--- config.mk ---
export PLATFORM = sky130hd
export DESIGN_NAME = spi_flash_burst_reader
export DESIGN_NICKNAME = d
export VERILOG_FILES = /design/src/rtl/spi_flash_pkg.sv /design/src/rtl/spi_flash_burst_reader_sck_gen.sv /design/src/rtl/spi_flash_burst_reader.sv
export SDC_FILE = /design/constraint.sdc
export NUM_CORES = 1
export LEC_CHECK = 0
export BUFFER_PORTS_ARGS = -buffer_cell sky130_fd_sc_hd__buf_2
export CAP_MARGIN = 20
export CORE_MARGIN = 3
export CORE_UTILIZATION = 60
export DETAILED_ROUTE_END_ITERATION = 7
export PLACE_DENSITY = 0.92
export SLEW_MARGIN = 20
export SYNTH_ARGS = -nofsm -noshare
export SYNTH_HDL_FRONTEND = slang
export SYNTH_SLANG_ARGS = --single-unit
--- constraint.sdc ---
create_clock -name clk -period 4.4 [get_ports clk]
set_input_delay 0.44 -clock clk [delete_from_list [all_inputs] [get_ports clk]]
set_output_delay 0.44 -clock clk [all_outputs]
set_load 0.02 [all_outputs]
--- src/rtl/spi_flash_pkg.sv ---
// ---------------------------------------------------------------------------
// spi_flash_pkg
// Shared definitions for the SPI NOR flash burst reader:
//   state_e      - controller FSM states
//   OP_READ      - plain READ opcode (no dummy cycles)
//   OP_FAST_READ - FAST READ opcode (followed by DUMMY_CYC dummy SCK cycles)
//   DUMMY_CYC    - number of dummy SCK cycles for FAST READ
// ---------------------------------------------------------------------------
package spi_flash_pkg;

  typedef enum logic [2:0] {
    ST_IDLE,
    ST_CMD,
    ST_ADDR,
    ST_DUMMY,
    ST_DATA,
    ST_HOLD,
    ST_GAP,
    ST_EMPTY   // zero-length request: one busy cycle, then done
  } state_e;

  localparam logic [7:0] OP_READ      = 8'h03;
  localparam logic [7:0] OP_FAST_READ = 8'h0B;
  localparam int         DUMMY_CYC    = 8;

endpackage

--- src/rtl/spi_flash_burst_reader_sck_gen.sv ---
// ---------------------------------------------------------------------------
// spi_sck_gen
// Divided SPI clock generator (mode 0, idle low).
//   clk, rstn : system clock, synchronous active-low reset
//   en        : run the clock; when low SCK is forced low and the divider
//               restarts, so the first edge after enabling is a rising edge
//               SCK_DIV cycles later
//   sck       : SPI clock
//   rise/fall : high in the cycle whose closing clk edge makes SCK rise/fall
// ---------------------------------------------------------------------------
module spi_sck_gen #(
  parameter int SCK_DIV = 2
) (
  input  logic clk,
  input  logic rstn,
  input  logic en,
  output logic sck,
  output logic rise,
  output logic fall
);

  localparam int CW = (SCK_DIV > 1) ? $clog2(SCK_DIV) : 1;

  logic [CW-1:0] cnt_q, cnt_d;
  logic          sck_q, sck_d;
  logic          toggle;

  always_comb begin
    // NOTE: every combinational output gets a default first so no path
    // leaves it unassigned, which would otherwise infer a latch.
    cnt_d  = cnt_q;
    sck_d  = sck_q;
    toggle = en && (cnt_q == CW'(SCK_DIV - 1));
    rise   = toggle && !sck_q;
    fall   = toggle && sck_q;

    if (!en) begin
      cnt_d = '0;
      sck_d = 1'b0;
    end else if (toggle) begin
      cnt_d = '0;
      sck_d = !sck_q;
    end else begin
      cnt_d = cnt_q + CW'(1);
    end
  end

  always_ff @(posedge clk) begin
    // NOTE: registers use non-blocking assignments so every flop samples
    // the pre-edge value of every other flop, independent of block order.
    if (!rstn) begin
      cnt_q <= '0;
      sck_q <= 1'b0;
    end else begin
      cnt_q <= cnt_d;
      sck_q <= sck_d;
    end
  end

  assign sck = sck_q;

endmodule

--- src/rtl/spi_flash_burst_reader.sv ---
// ---------------------------------------------------------------------------
// spi_flash_burst_reader
// Issues a READ (or FAST READ) command plus address to an SPI NOR flash,
// clocks in burst_len bytes and hands them out on a valid/ready interface.
//
// Ports:
//   clk, rstn          system clock, synchronous active-low reset
//   start              one-cycle request, honoured only when idle
//   start_addr         first byte address (latched on accepted start)
//   burst_len          byte count (latched on accepted start), 0 = no-op
//   busy / done        busy from accepted start until the done pulse
//   data / data_valid  received byte, held until data_ready accepts it
//   data_ready         consumer handshake
//   spi_cs_n, spi_sck, spi_mosi, spi_miso   SPI mode 0 flash pins
//
// Configuration macro: SPI_FLASH_FAST_READ_EN
//   defined   -> opcode 0x0B followed by 8 dummy SCK cycles (MOSI low)
//   undefined -> opcode 0x03, address goes straight to data
// ---------------------------------------------------------------------------
module spi_flash_burst_reader
  import spi_flash_pkg::*;
#(
  parameter int ADDR_W  = 24,
  parameter int LEN_W   = 16,
  parameter int SCK_DIV = 2,
  parameter int CS_IDLE = 4
) (
  input  logic              clk,
  input  logic              rstn,
  input  logic              start,
  input  logic [ADDR_W-1:0] start_addr,
  input  logic [LEN_W-1:0]  burst_len,
  output logic              busy,
  output logic              done,
  output logic [7:0]        data,
  output logic              data_valid,
  input  logic              data_ready,
  output logic              spi_cs_n,
  output logic              spi_sck,
  output logic              spi_mosi,
  input  logic              spi_miso
);

`ifdef SPI_FLASH_FAST_READ_EN
  localparam logic [7:0] OPCODE = OP_FAST_READ;
`else
  localparam logic [7:0] OPCODE = OP_READ;
`endif

  localparam int TX_W = 8 + ADDR_W;
  localparam int GW   = (CS_IDLE > 1) ? $clog2(CS_IDLE) : 1;

  state_e            state_q, state_d;
  logic [5:0]        bit_cnt_q, bit_cnt_d;   // rising SCK edges within the phase
  logic [TX_W-1:0]   tx_q, tx_d;             // opcode+address, MSB drives MOSI
  logic [7:0]        rx_q, rx_d;
  logic              rx_full_q, rx_full_d;   // rx_q holds a complete byte
  logic [LEN_W-1:0]  rem_q, rem_d;           // bytes still to be shifted in
  logic [GW-1:0]     gap_cnt_q, gap_cnt_d;
  logic [7:0]        data_q, data_d;
  logic              data_valid_q, data_valid_d;
  logic              busy_q, busy_d;
  logic              done_q, done_d;
  logic              cs_n_q, cs_n_d;

  logic sck_en, sck_rise, sck_fall;
  logic xfer, drained;

  assign sck_en = (state_q == ST_CMD)   || (state_q == ST_ADDR) ||
                  (state_q == ST_DUMMY) || (state_q == ST_DATA);

  spi_sck_gen #(.SCK_DIV(SCK_DIV)) u_sck_gen (
    .clk  (clk),
    .rstn (rstn),
    .en   (sck_en),
    .sck  (spi_sck),
    .rise (sck_rise),
    .fall (sck_fall)
  );

  always_comb begin
    state_d      = state_q;
    bit_cnt_d    = bit_cnt_q;
    tx_d         = tx_q;
    rx_d         = rx_q;
    rx_full_d    = rx_full_q;
    rem_d        = rem_q;
    gap_cnt_d    = gap_cnt_q;
    data_d       = data_q;
    data_valid_d = data_valid_q;
    busy_d       = busy_q;
    done_d       = 1'b0;
    cs_n_d       = cs_n_q;

    // Output stage: a completed byte moves into the output register as soon
    // as that register is empty or being emptied by the current handshake.
    xfer    = rx_full_q && (!data_valid_q || data_ready);
    drained = !rx_full_q && (!data_valid_q || data_ready);

    if (data_valid_q && data_ready) data_valid_d = 1'b0;
    if (xfer) begin
      data_d       = rx_q;
      data_valid_d = 1'b1;
      rx_full_d    = 1'b0;
    end

    // MOSI advances on falling SCK; zeros shift in behind the address, which
    // also keeps MOSI low through the dummy and data phases.
    if (sck_fall) tx_d = {tx_q[TX_W-2:0], 1'b0};

    unique case (state_q)
      ST_IDLE: begin
        if (start) begin
          busy_d = 1'b1;
          if (burst_len != '0) begin
            state_d   = ST_CMD;
            cs_n_d    = 1'b0;
            tx_d      = {OPCODE, start_addr};
            rem_d     = burst_len;
            bit_cnt_d = '0;
          end else begin
            state_d = ST_EMPTY;
          end
        end
      end

      ST_EMPTY: begin
        state_d = ST_IDLE;
        busy_d  = 1'b0;
        done_d  = 1'b1;
      end

      ST_CMD: begin
        if (sck_rise) begin
          if (bit_cnt_q == 6'd7) begin
            state_d   = ST_ADDR;
            bit_cnt_d = '0;
          end else begin
            bit_cnt_d = bit_cnt_q + 6'd1;
          end
        end
      end

      ST_ADDR: begin
        if (sck_rise) begin
          if (bit_cnt_q == 6'(ADDR_W - 1)) begin
`ifdef SPI_FLASH_FAST_READ_EN
            state_d = ST_DUMMY;
`else
            state_d = ST_DATA;
`endif
            bit_cnt_d = '0;
          end else begin
            bit_cnt_d = bit_cnt_q + 6'd1;
          end
        end
      end

`ifdef SPI_FLASH_FAST_READ_EN
      ST_DUMMY: begin
        if (sck_rise) begin
          if (bit_cnt_q == 6'(DUMMY_CYC - 1)) begin
            state_d   = ST_DATA;
            bit_cnt_d = '0;
          end else begin
            bit_cnt_d = bit_cnt_q + 6'd1;
          end
        end
      end
`endif

      ST_DATA: begin
        if (sck_rise) begin
          rx_d = {rx_q[6:0], spi_miso};
          if (bit_cnt_q == 6'd7) begin
            rx_full_d = 1'b1;
            bit_cnt_d = '0;
            if (rem_q != '0) rem_d = rem_q - LEN_W'(1);
          end else begin
            bit_cnt_d = bit_cnt_q + 6'd1;
          end
        end else if (sck_fall) begin
          // Phase changes happen on the falling edge so SCK is already low
          // when CS rises or the clock is parked.
          if (rem_q == '0) begin
            state_d   = ST_GAP;
            cs_n_d    = 1'b1;
            gap_cnt_d = '0;
          end else if (rx_full_q && !xfer) begin
            state_d = ST_HOLD;
          end
        end
      end

      ST_HOLD: begin
        // Re-enabling the divider yields the next rise SCK_DIV cycles later.
        if (xfer) state_d = ST_DATA;
      end

      ST_GAP: begin
        if (gap_cnt_q == GW'(CS_IDLE - 1)) begin
          if (drained) begin
            state_d = ST_IDLE;
            busy_d  = 1'b0;
            done_d  = 1'b1;
          end
        end else begin
          gap_cnt_d = gap_cnt_q + GW'(1);
        end
      end

      default: state_d = ST_IDLE;
    endcase
  end

  always_ff @(posedge clk) begin
    if (!rstn) begin
      state_q      <= ST_IDLE;
      bit_cnt_q    <= '0;
      tx_q         <= '0;
      rx_q         <= '0;
      rx_full_q    <= 1'b0;
      rem_q        <= '0;
      gap_cnt_q    <= '0;
      // NOTE: the data path registers are reset too because data and MOSI
      // are outputs with defined reset values, not just internal storage.
      data_q       <= '0;
      data_valid_q <= 1'b0;
      busy_q       <= 1'b0;
      done_q       <= 1'b0;
      cs_n_q       <= 1'b1;
    end else begin
      state_q      <= state_d;
      bit_cnt_q    <= bit_cnt_d;
      tx_q         <= tx_d;
      rx_q         <= rx_d;
      rx_full_q    <= rx_full_d;
      rem_q        <= rem_d;
      gap_cnt_q    <= gap_cnt_d;
      data_q       <= data_d;
      data_valid_q <= data_valid_d;
      busy_q       <= busy_d;
      done_q       <= done_d;
      cs_n_q       <= cs_n_d;
    end
  end

  assign busy       = busy_q;
  assign done       = done_q;
  assign data       = data_q;
  assign data_valid = data_valid_q;
  assign spi_cs_n   = cs_n_q;
  assign spi_mosi   = tx_q[TX_W-1];

endmodule
Word-level counts from Yosys, hierarchy flattened
Index checks and enable logic that the tools add are counted.

word-level totals
  register bits = 82
  input port bits = 45

cells by class
  reductions and logical operators = 34
  add/sub/neg operators = 4
  multiplexer cells = 55
  bitwise gates (word level) = 2
  eq/ne operators = 28

operator list
  cell                   count
  $mux 32                4
  $mux 16                5
  $mux 3                 13
  $mux 6                 6
  $pmux 16 s2            1
  $reduce_bool 16->1     2
  $ne 2x2->1 const B     11
  $pmux 3 s6             1
  $pmux 6 s3             1
  $logic_not 16->1       1
  $mux 1                 16
  $sub 16x1->16 const B  1
  $eq 3x3->1 const B     4
  $ne 2x1->1 const B     6
  $reduce_and 6->1       2
  $reduce_and 11->1      1
  $reduce_and 5->1       2
  $mux 2                 4
  $logic_and 1x1->1      7
  $add 6x1->6 const B    1
  $eq 3x2->1 const B     2
  $eq 6x3->1 const B     1
  $eq 6x5->1 const B     1
  $reduce_bool 2->1      3
  17 further kinds       27

Longest topological paths before layout
Gate-level depths: netlist of the first run.

  depth in word-level cells = 10
  depth in mapped cells = 10
  gate-level depth less buffers = 7

By module
A second synthesis of the first run with hierarchy kept.

second synthesis, totals
  cell total of the unflattened synthesis = 483
  area, all modules = 4076.4 sq um

by module, submodules not included
  module                  sequential area each (sq um)  cells an instance  instances  area an instance (sq um)
  spi_flash_burst_reader  1601.5                        474                1          4001.3
  spi_sck_gen             40.0                          9                  1          75.1

Worst setup path after synthesis of the first run
OpenSTA, ideal clock, no wires.

  path kind = reg-to-reg
  start = reg rem_q[6]
  end = reg rem_q[10]
  arrival = 1.974 ns
  stages on the path, launching flop included = 9
  library setup time = 0.132 ns
  required time = 4.268 ns
  clock period less this slack = 2.106 ns
  path slack = 2.294 ns
  cell sequence = dfxtp_1 > or4_1 > nor4_2 > a21o_1 > buf_4 > and2_1 > buf_2 > buf_4 > o32ai_1

on the way
  longest elaborated chain between the ends = 5
  elaborated cells on any way between the ends = 8
  classes of those cells = add/sub (1); eq/ne (1); mux (4); reduce/logical (2)

ends and longest elaborated chain
  item                    line                           text
  from (decl)             spi_flash_burst_reader.sv:58   logic [LEN_W-1:0] rem_q, rem_d;
  from (signal assigned)  spi_flash_burst_reader.sv:238  rem_q <= rem_d;
  $sub 16x1->16           spi_flash_burst_reader.sv:178  if (rem_q != '0) rem_d = rem_q - LEN_W'(1);
  $mux 16                 spi_flash_burst_reader.sv:178
  $mux 16                 spi_flash_burst_reader.sv:175  if (bit_cnt_q == 6'd7) begin
  $mux 16                 spi_flash_burst_reader.sv:173  if (sck_rise) begin
  $pmux 16 s2             spi_flash_burst_reader.sv:111  unique case (state_q)

Parallel ways exist; a longest one is shown, timed or not. The select of a mux whose other input is x is not followed.
A chain may end at the register's enable or synchronous reset.

Final worst setup path of the first run
  start = reg rem_q[6]
  end = reg rem_q[0]

on the way
  longest elaborated chain between the ends = 3

ends and longest elaborated chain
  item                               line
  $reduce_bool 16->1                 spi_flash_burst_reader.sv:178
  $ne 2x1->1 (no source line)        n/a
  $reduce_and 6->1 (no source line)  n/a

Every way passes these cells.

==> results of run 1 <==
## layer usage
| metal | share of wire, % | wire length [um] | track usage [%] |
|---|---|---|---|
| met2 | 48 | 4690 | 44.1 |
| met4 | 2.4 | 238 | 9.07 |
| met1 | 42 | 4160 | 33.4 |
| met3 | 7.5 | 739 | 6.42 |
| met5 | 0 | 0 | 0 |
## worst min-delay path: cells and delay by family
kind                   cells  cell delay [ps]
AO/OA/AOI/OAI              1               50
buffers and inverters      1              100
AND/OR/NAND/NOR            1               50
## cells in the final DEF, fill, tap and decap left out, types with 3 or more instances in the layout
cell        instances
a21oi_1            53
a22oi_1             4
a311oi_1           23
a31oi_1             5
and2_1              3
and3_1              3
buf_2              58
clkbuf_8            9
clkinvlp_4          3
dfxtp_1            82
ha_1                4
inv_1               4
mux2i_1            11
nand2_1           117
nand2b_1            7
nand3_1            11
nand4_1             5
nor2_1             52
nor2b_1             7
nor3_1              9
nor3b_1             4
nor4_1             11
o21a_1              5
o21ai_0             9
o22ai_1             3
o31a_1              3
o32ai_1            14
or3b_2              3
## state kept, by name, summed over array words and instances (netlist names)
register / count
spi_cs_n: 1
busy: 1
tx_q: 32
u_sck_gen.cnt_q: 1
u_sck_gen.sck: 1
rx_full_q: 1
rem_q: 16
bit_cnt_q: 6
data_valid: 1
rx_q: 8
done: 1
state_q: 3
data: 8
gap_cnt_q: 2
## metrics by stage
step / util (%) / cell area [um^2]
2_1_floorplan: - / 4090
3_3_place_gp: 66.6 / 4300
3_5_place_dp: 66.6 / 4300
4_1_cts: 69.9 / 4520
5_1_grt: 70.1 / 4530
6_report: 70.1 / 4530
## layout make-up
type / instances / area, um^2
Inverter: 5 / 20.0
Timing Repair Buffer: 59 / 298
Multi-Input combinational cell: 398 / 2260
Fill cell: 529 / 1930
Clock buffer: 9 / 124
Tap cell: 77 / 96.3
Clock inverter: 6 / 91.3
Sequential cell: 82 / 1640
## logic make-up (layout without fill, tap and decap cells)
| group | Yosys count | in the layout | share of synthesized area, % |
|---|---|---|---|
| buffers and inverters | 46 | 79 | 4.90 |
| XOR/XNOR | 2 | 2 | 0.429 |
| AO/OA/AOI/OAI | 136 | 136 | 22.8 |
| adder cells (fa/ha/maj) | 4 | 4 | 1.22 |
| AND/OR/NAND/NOR | 245 | 245 | 27.8 |
| multiplexers | 11 | 11 | 2.69 |
| flip-flops | 82 | 82 | 40.2 |
## worst paths after layout
path / start / to / slack [ps] / depth (start not counted)
setup / recovery: rem_q[6] / rem_q[0] / 1460 / 5
hold / removal: spi_miso / rx_q[0] / 330 / 3
setup reg to reg: rem_q[6] / rem_q[0] / 1460 / 5
hold reg to reg: tx_q[31] / tx_q[31] / 460 / 2
## power by group through the flow
stage	Clock (mW)	Sequential [mW]	Combinational, mW
2_1_floorplan	0	0.909	0.487
3_3_place_gp	0	0.941	0.539
3_5_place_dp	0	0.946	0.567
4_1_cts	0.601	0.931	0.572
5_1_grt	0.639	0.947	0.650
6_report	0.593	0.933	0.584
==> impl_metrics.ini, run 1 <==
[clocking]
cts_resized = 0
cts_tree = done
clk_path_buf_depth = 2
clk_pin_slew_ps = 80
clockRootBuffer = clkbuf_8
clock-sinks = 82
numCtsBuffers = 9
cts_setup_buffers = 0
clock_latency_ps = 350
htreeDepth = 3
cts_hold_buf = 0

[critical_path]
crit_buf_inv = 0
path_class = reg2reg
cp_max_fo = 18
worstPathArrival_ps = 3240
cpMaxStageDelayCell = or4_1
crit_path_end_kind = flop
crit_family = simple AND/OR/NAND/NOR gates
critPathLaunchType = flop
worstPathRequired_ps = 4700
crit_chain = or4_1 > nor4_2 > a21o_1 > and2_1 > o221a_2
max_stage_delay_ps = 640

[global_route]
grt_max_degree = 71
grt_usage_pct = 26.4
grt_antenna_before_repair = 0
grt_pass1_wl_um = 16600
grt_pass1_vias = 3724
overflow = 0

[power]
swShare_pct = 34.7
leakage_nw = 1.69
seq_power_share_pct = 44.2
ir_drop_mv = 0.257
finalPower_mw = 2.11
p_per_area_nw_per_um2 = 466
combPwrFrac_pct = 27.7
internal_power_mw = 1.38
p_clk_share_pct = 28.1
net-switching-power_uw = 732

[synthesis]
yosysMostFrequentCell = nand2_1
netlist_area_um2 = 4090
ys_top_cells_by_area = dfxtp_1 (40%), nand2_1 (11%), a21oi_1 (6.5%)
synthesis.nets = 575
ys_warn_count = 0
synth_edf_count = 0
yosysTopAreaCell = dfxtp_1
synthArstFlopShare_pct = 0
synth-main-ff-cell = dfxtp_1
yosysTopAreaCellShare_pct = 40.2
seq_area_frac_synth_pct = 40.2
ys_seq_elements = 82
synth_area_per_cell_um2 = 7.77
synth_commonest_cells = nand2_1 (117), dfxtp_1 (82), a21oi_1 (53)
synth_cells = 526
synth_cell_types = 56

[layout]
n_antenna_cell = 0
nets = 604
area_delta_synth_final_pct = 10.8
drive_gt1_share_pct = 15.7
fin_cells = 636

[die]
start_util_pct = 63.3
io_pins = 59
die_y_um = 88.5
core_region_area_um2 = 6460
die_w_um = 88.5
dieArea_um2 = 7840
row_count = 29

[sta]
period_minus_slack_ps = 2940
hold_viol_final = 0
clock.fmax_ghz = 0.340
worst_clock_skew_ps = 5.74
fin_crit_sh_pct = 66.8
final-max-slew-violation-count = 0
setup_viol = 0
finalSetupTns_ps = 0
whs_ps = 329
slew_headroom_pct = 29.8
rsz0062_at_grt = false
layout_setup_ws_ps = 1460
worst_pin_slew_ps = 1050

[place]
port_buffers = 58
place_hpwl_um = 6480
dp_cells = 621
gp_congestion = 0.913
pre_cts_ws_ps = 1420

[drt]
wire_per_inst_um = 15.5
via_per_inst = 6.39
vias = 4065
postRouteAntennaNets = 0
drt-initial-drc-count = 396
dr.pass1.iters = 5
drc_errors = 0
wl_um = 9830

[job]
cap_violations = 0

[status]
outcome = complete, no violations

[min_path]
hold_class = in2reg
(Power assumes the default switching activity.)
==> inputs of run 2 (changes only) <==
--- a/config.mk
+++ b/config.mk
@@ -8,9 +8,9 @@
 export BUFFER_PORTS_ARGS = -buffer_cell sky130_fd_sc_hd__buf_2
 export CAP_MARGIN = 20
 export CORE_MARGIN = 3
-export CORE_UTILIZATION = 60
+export CORE_UTILIZATION = 52
 export DETAILED_ROUTE_END_ITERATION = 7
-export PLACE_DENSITY = 0.92
+export PLACE_DENSITY = 0.85
 export SLEW_MARGIN = 20
 export SYNTH_ARGS = -nofsm -noshare
 export SYNTH_HDL_FRONTEND = slang
==> constraint.sdc (replaced) <==
create_clock -name clk -period 2.7 [get_ports clk]
set_input_delay 0.27 -clock clk [delete_from_list [all_inputs] [get_ports clk]]
set_output_delay 0.27 -clock clk [all_outputs]
set_load 0.02 [all_outputs]
==> impl_metrics.ini, run 2 (same netlist as run 1, synthesis figures left out) <==
[sta]
final-max-slew-violation-count = 0
clock.fmax_ghz = 0.446
period_minus_slack_ps = 2240
finalSetupTns_ps = 0
hold_viol_final = 0
rsz0062_at_grt = false
slew_headroom_pct = 54.0
setup_viol = 0
layout_setup_ws_ps = 459
fin_crit_sh_pct = 83.0
worst_clock_skew_ps = 10.6
worst_pin_slew_ps = 684

[critical_path]
r2r-start = rem_q[6]
worstPathRequired_ps = 2920
rrSetupSlack_ps = 460
reg2reg_depth = 6
cp_max_fo = 10
crit_chain = or4_1 > nor4_2 > a21o_1 > and2_1 > buf_4 > o32ai_1
worstPathArrival_ps = 2460
cpMaxStageDelayCell = or4_1
max_stage_delay_ps = 620
path_class = reg2reg
crit_path_end_kind = flop
critPathLaunchType = flop
r2r-end = rem_q[15]

[die]
start_util_pct = 54.9
core_region_area_um2 = 7450
die_y_um = 94.7
io_pins = 59
row_count = 31
die_w_um = 94.7
dieArea_um2 = 8960

[clocking]
cts_hold_buf = 0
htreeDepth = 3
cts_setup_buffers = 0
clockRootBuffer = clkbuf_8
cts_tree = done
clock_latency_ps = 350
cts_resized = 0
clk_pin_slew_ps = 80
clock-sinks = 82
clk_path_buf_depth = 2
numCtsBuffers = 9

[drt]
drc_errors = 0
postRouteAntennaNets = 0
route.met3.wl_um = 795
wl_um = 9950
dr_wl_met2_um = 4690
dr.pass1.iters = 5
via_per_inst = 6.01
vias = 4039
wire_per_inst_um = 14.8
drt-initial-drc-count = 521
wl_met1_um = 4290
top_layer = met4

[layout]
n_antenna_cell = 0
area_delta_synth_final_pct = 14.7
final_cell_mix = nand2_1 (117), dfxtp_1 (82), buf_2 (58)
reg_top3 = tx_q x32, rem_q x16
regMostFlops = tx_q
layout_commonest_cell = nand2_1
nets = 617
fin_cells = 672
largest_reg_flops = 32
drive_gt1_share_pct = 17.6

[global_route]
grt_usage_pct = 22.7
grt_antenna_before_repair = 0
overflow = 0
grt_pass1_wl_um = 16500
grt_max_degree = 59
grt_pass1_vias = 3752

[power]
leakage_nw = 1.79
ir_drop_mv = 0.466
p_per_area_nw_per_um2 = 767

[status]
outcome = complete, no violations

[min_path]
hp-start = spi_miso
min_path_cells = 3
hold_end = rx_q[0]
hold_class = in2reg

[place]
port_buffers = 58
pre_cts_ws_ps = 479
place_hpwl_um = 6640
gp_congestion = 0.904
dp_cells = 656

[job]
cap_violations = 0
-- run 2: layer usage --
metal  global-route usage, %  vias up
met3                    4.78       22
met4                    9.74        0
met2                    37.5      186
met1                    28.5     1853
li1                        -     1978
met5                       0        -
-- run 2: worst max-delay path: cells and delay by family, from the launching register on --
kind / cells / cell delay (ps)
buffers and inverters: 1 / 230
AND/OR/NAND/NOR: 3 / 1210
AO/OA/AOI/OAI: 2 / 270
flip-flops: 1 / 380
-- run 2: layout make-up --
class	count	area (um^2)
well taps	99	124
clock buffers	13	179
repair buffers	72	408
fillers	661	2760
clock inverters	3	68.8
flip-flops and latches	82	1640
inverters	5	18.8
multi-input cells	398	2250
-- run 2: how the worst max path moves through the flow --
stage                  startpoint  slack [ps]   endpoint  cells after the start
CTS                      rem_q[6]         490  rem_q[15]                      6
detailed placement   burst_len[8]         480   rem_q[9]                      6
global route             rem_q[6]         340  rem_q[11]                      6
global placement    burst_len[11]         520  rem_q[10]                      6
floorplan                rem_q[6]         590  rem_q[10]                      8
finish                   rem_q[6]         460  rem_q[15]                      6
-- run 2: stage by stage --
step	power (mW)	hold slack, ps	utilization [%]	area (um^2)
4_1_cts	3.59	154	62.9	4690
5_1_grt	3.77	163	62.9	4690
2_1_floorplan	2.27	406	-	4090
6_report	3.59	160	62.9	4690
3_3_place_gp	2.48	441	59.6	4440
3_5_place_dp	2.52	450	59.6	4440
-- run 2: where the power goes --
part / leakage, nW / internal [mW] / switching, mW
sequential: 0.671 / 1.36 / 0.114
combinational: 0.992 / 0.416 / 0.638
clock: 0.126 / 0.624 / 0.438
